$ cat src/rtl/iir_tb_pkg.sv
// Shared types and helpers for the filter-output stream checker.
package iir_tb_pkg;

    // Default sample width of the filter output stream.
    localparam int NB_DEF = 13;

    // Run controller states.
    typedef enum logic [1:0] {
        IDLE,
        RUN,
        FLUSH,
        DONE
    } state_t;

    // Sign-extend the low 'width' bits of 'raw' to a full 32-bit signed value.
    // A 32-bit difference of two sign-extended NB-bit samples can never
    // overflow, so the compare needs no saturation logic.
    function automatic logic signed [31:0] sext(input logic [31:0] raw,
                                                input int unsigned width);
        logic signed [31:0] shifted;
        shifted = signed'(raw << (32 - width));
        return shifted >>> (32 - width);
    endfunction

    // Magnitude of a signed 32-bit value (inputs here never reach -2**31).
    function automatic logic [31:0] abs32(input logic signed [31:0] v);
        return (v < 0) ? -v : v;
    endfunction

endpackage

$ cat src/rtl/iir_stream_checker_golden_ram.sv
// Golden sample table: one write port, one synchronous read port.
module golden_ram
    import iir_tb_pkg::*;
#(
    parameter int NB = NB_DEF,
    parameter int AW = 8
) (
    input  logic          clk,
    input  logic          we,
    input  logic [AW-1:0] waddr,
    input  logic [NB-1:0] wdata,
    input  logic [AW-1:0] raddr,
    output logic [NB-1:0] rdata
);

    logic [NB-1:0] mem [2**AW];

    // Write on request and register the read data every cycle.
    // NOTE: the array has no reset so it maps onto block RAM; golden data
    // also has to survive a reset between runs.
    always_ff @(posedge clk) begin
        if (we) begin
            mem[waddr] <= wdata;
        end
        rdata <= mem[raddr];
    end

endmodule

$ cat config.mk
export PLATFORM = sky130hd
export DESIGN_NAME = golden_ram
export DESIGN_NICKNAME = d
export VERILOG_FILES = /design/src/rtl/iir_tb_pkg.sv /design/src/rtl/iir_stream_checker_golden_ram.sv
export SDC_FILE = /design/constraint.sdc
export NUM_CORES = 2
export LEC_CHECK = 0
export CORE_MARGIN = 2
export CORE_UTILIZATION = 24
export CTS_BUF_LIST = sky130_fd_sc_hd__clkbuf_16
export CTS_CLUSTER_DIAMETER = 120
export CTS_CLUSTER_SIZE = 16
export DETAILED_ROUTE_END_ITERATION = 10
export SYNTH_ARGS = -nofsm -noshare
export SYNTH_HDL_FRONTEND = slang
export SYNTH_SLANG_ARGS = --single-unit
$ cat constraint.sdc
create_clock -name clk -period 2.8 [get_ports clk]
set_input_delay 0.84 -clock clk [delete_from_list [all_inputs] [get_ports clk]]
set_output_delay 0.84 -clock clk [all_outputs]
set_load 0.05 [all_outputs]
=== Yosys cells after proc, flatten, opt, wreduce, memory -nomap -nowiden ===
Memory sizes are Yosys's and may differ from the RTL's. A register that Yosys moved wholly into a read port is not among the register bits.
Index checks and enable logic that the tools add are counted.

* Flip-flop bits (word level): 0
* Input bits: 31
* Memory bits (writable): 3328
* Word-level logic and storage cells: 3
* Memories kept: 1
* Output and inout bits: 13

{| class="wikitable"
|+ Memories
! memory !! words !! width !! rd ports !! clocked after memory_dff !! wr ports !! RTL line !! RTL
|-
| mem || 256 || 13 || 1 || 1 || 1 || iir_stream_checker_golden_ram.sv:16 || <nowiki>logic [NB-1:0] mem [2**AW];</nowiki>
|}

* Mux-type cells: 2

{| class="wikitable"
|+ Operator list
! kind !! count
|-
| $mux 1 || 2
|}

=== Logic depth before layout (Yosys ltp) ===
* Word-level depth: 2
* Gate-level depth with buffers: 12
* Mapped depth without buffers: 6

=== Worst setup path after synthesis ===
OpenSTA, ideal clock, no wires.

* Path type: input port to flip-flop
* Start: input port raddr[0]
* End: register rdata[5] (read register of mem)
* Data required time: 2.673 ns
* Library setup time: 0.127 ns
* Stages on the path: 9
* Path buffers: 3
* Slack: -0.118 ns
* Arrival: 2.790 ns
* Cell sequence: buf_6 -> buf_6 -> buf_2 -> mux4_2 -> mux4_2 -> nand2_1 -> nand2_1 -> a211oi_1 -> nor4_2

{| class="wikitable"
|+ RTL lines
! element !! RTL line !! RTL
|-
| from (decl) || iir_stream_checker_golden_ram.sv:12 || <nowiki>input logic [AW-1:0] raddr,</nowiki>
|-
| to (decl) || iir_stream_checker_golden_ram.sv:13 || <nowiki>output logic [NB-1:0] rdata</nowiki>
|}

==> metrics <==
post-DR vias/cell 4.63; die height about 740 um; Total GRT Usage 0.122; period utilisation layout 1.01; Setup-failing EPs final 1; clock tree buffer depth 4; RSZ-0062 raised after global routing true; Initial Utilization 0.241; LEAKAGE between 40 and 50 nW; largest net degree at the start of global routing about 100; Post-synth ARST share 0; most frequent cells in the layout edfxtp_1 (3328), mux4_2 (794), buf_4 (671); number of max-cap violations 0; final worst setup slack -14.9 ps; Yosys warnings 0; Cell Area, Synth 128000 um^2; largest cells by area after synthesis edfxtp_1 (78%), mux4_2 (14%), mux2i_1 (1.9%), nor2_1 (0.82%), o221ai_1 (0.48%); layout cell share with drive strength beyond 1 0.320; synthesized area per cell between 20 and 25 um^2; H-tree level count 4; HP Class primary input to flop; Synth Instances between 5000 and 6000; Slew Limit Fails 0; initial antenna violation count 22; grt total ovfl 0; worst clock skew 63.8 ps; Post-synth EDFFs 3328; P&R area growth vs syn 20.1%; Most used DFF post-synth edfxtp_1; failing checks negative setup slack; hold_ws 215 ps; vias in the first global route 64552; part of the Yosys area used for sequential elements 0.780; gpl congestion 0.838; CTS Sinks 3341; final hold vios 0; Netlist cell types 55; sequential cell area 100000 um^2; die area 541000 um^2; nets 6716; DP HPWL 227000 um; Data arrival, critical path roughly 3600 ps; CP Class primary input to flop; # DRC 0; status finished, violations left; crit path cell chain buf_16 > buf_12 > buf_16 > buf_12 > mux4_2 > mux4_2 > nand2_1 > o21ai_1 > buf_4 > nor3_4 > buf_4 > nor4_2; Area after DPL 148000 um^2; crit-path max cell delay ~510 ps; largest area contributor in the netlist edfxtp_1; Critical Path End Type flop; average routed wire per standard cell 24.9 um; Final ANT Viol Nets 0; CTS tree yes; later-pin clock latency in the skew report 930 ps; DR pass1 iterations 5; relative slew slack 0.416; CP max FO 20; multi-input logic area 26400 um^2; Least-Margin Pin Slew 874 ps; 1st-iter DRT viols 7900; Root Driver clkbuf_16; commonest non-fill, non-tap cell in the layout edfxtp_1; share of the synthesized area in the top cell type 0.778; Filler cells 51296; PD cells 599 nW/um^2; number of port buffers 43; clk slew on worst S/H paths 70 ps; Std-Cell Rows 268; Routed WL between 300000 and 400000 um; Startpoint Class primary input; first-pass GRT wire length 485000 um; syn nets 5760; Crit path required time 3580 ps; Place WS -1440 ps; fmax 0.355 GHz; DR vias 63655; peak supply drop 641 uV; # IOs 44; Die Wd 735 um; number of synthesized register bits 3341; crit path max-delay cell type mux4_2; Core Area 533000 um^2; fin area ~150000 um^2; fin crit period 2810 ps; Num CTS Buffers between 200 and 250
[worst max-delay path: cells and delay by family]
family | cells | cell delay [ps]
simple gates | 3 | 390
buf+inv | 6 | 1060
mux | 2 | 1010
compound gates | 1 | 170
[layout make-up]
cell class,count,area share
Inverter,2,0.0000649
Clock buffer,233,0.0378
Tap cell,7020,0.0570
Clock inverter,33,0.00182
Multi-Input combinational cell,2044,0.171
Timing Repair Buffer,1066,0.0821
Antenna cell,8,0.000130
Sequential cell,3341,0.650
[flip-flops by register name, indices dropped and copies added (netlist names)]
| signal | count |
|---|---|
| mem | 3328 |
| rdata | 13 |
[report_power, final]
part | total [mW] | internal (mW) | switching (mW)
logic | 6.29 | 2.58 | 3.71
registers | 55.2 | 55.1 | 0.164
clock network | 30.9 | 14.8 | 16.1
total | 92.4 | 72.4 | 20.0
[per-stage QoR]
step                utilization  power (mW)  TNS, ps  std cells
floorplan                     -        59.0   -80570       5729
global placement          0.277        62.5  -368320      13461
detailed placement        0.277        62.6  -429270      13461
CTS                       0.289        93.0        0      13727
global route              0.289        94.9     -143      13741
finish                    0.289        92.4    -14.9      13747
[kinds of logic (layout without fill, tap and decap cells)]
group           after synthesis  after routing  synth area share
compound gates              476            476            0.0272
buf+inv                     344           1334            0.0157
flops                      3341           3341             0.780
mux                        1037           1037             0.158
other cells                   0              8                 0
simple gates                531            531            0.0184
[per-layer routing]
| metal | GRT usage | wire [um] | part of all wire |
|---|---|---|---|
| met5 | 0 | 21 | 0.000061 |
| met4 | 0.0321 | 8930 | 0.026 |
| met3 | 0.0209 | 27400 | 0.080 |
| met2 | 0.200 | 164000 | 0.48 |
| met1 | 0.169 | 142000 | 0.41 |
[Yosys cell counts (16+ instances only)]
master,instances
edfxtp_1,3328
mux4_2,794
nor2_1,279
mux2i_1,241
clkbuf_1,150
nand2_1,91
a21oi_1,83
o221ai_1,70
buf_2,68
a22oi_1,67
a221oi_1,54
buf_6,46
o22ai_1,42
buf_4,41
a211oi_1,40
a22o_1,39
nor2b_1,39
nand3_1,29
nor3_1,27
buf_1,26
o21ai_0,20
nand4_1,16
[final timing paths]
path | from | end | slack [ps] | depth (start not counted)
setup reg to reg | mem[187][8]$_DFFE_PP_ | rdata[8]$_DFF_P_ | 130 | 8
setup / recovery | raddr[0] | rdata[5]$_DFF_P_ | -10 | 12
hold reg to reg | mem[236][10]$_DFFE_PP_ | rdata[10]$_DFF_P_ | 1060 | 5
hold / removal | wdata[6] | mem[117][6]$_DFFE_PP_ | 220 | 1
[repair_timing]
| action | in CTS | in global routing |
|---|---|---|
| buffers inserted | 0 | 14 |
| gates resized for setup | 46 | 33 |
| pin swaps | 1 | 6 |
| endpoints found under the hold margin | 0 | 0 |
| gates cloned | 0 | 0 |
| setup endpoints to repair | 18 | 14 |
| hold buffers | 0 | 0 |
No activity file was read; power rests on OpenSTA's default activity.
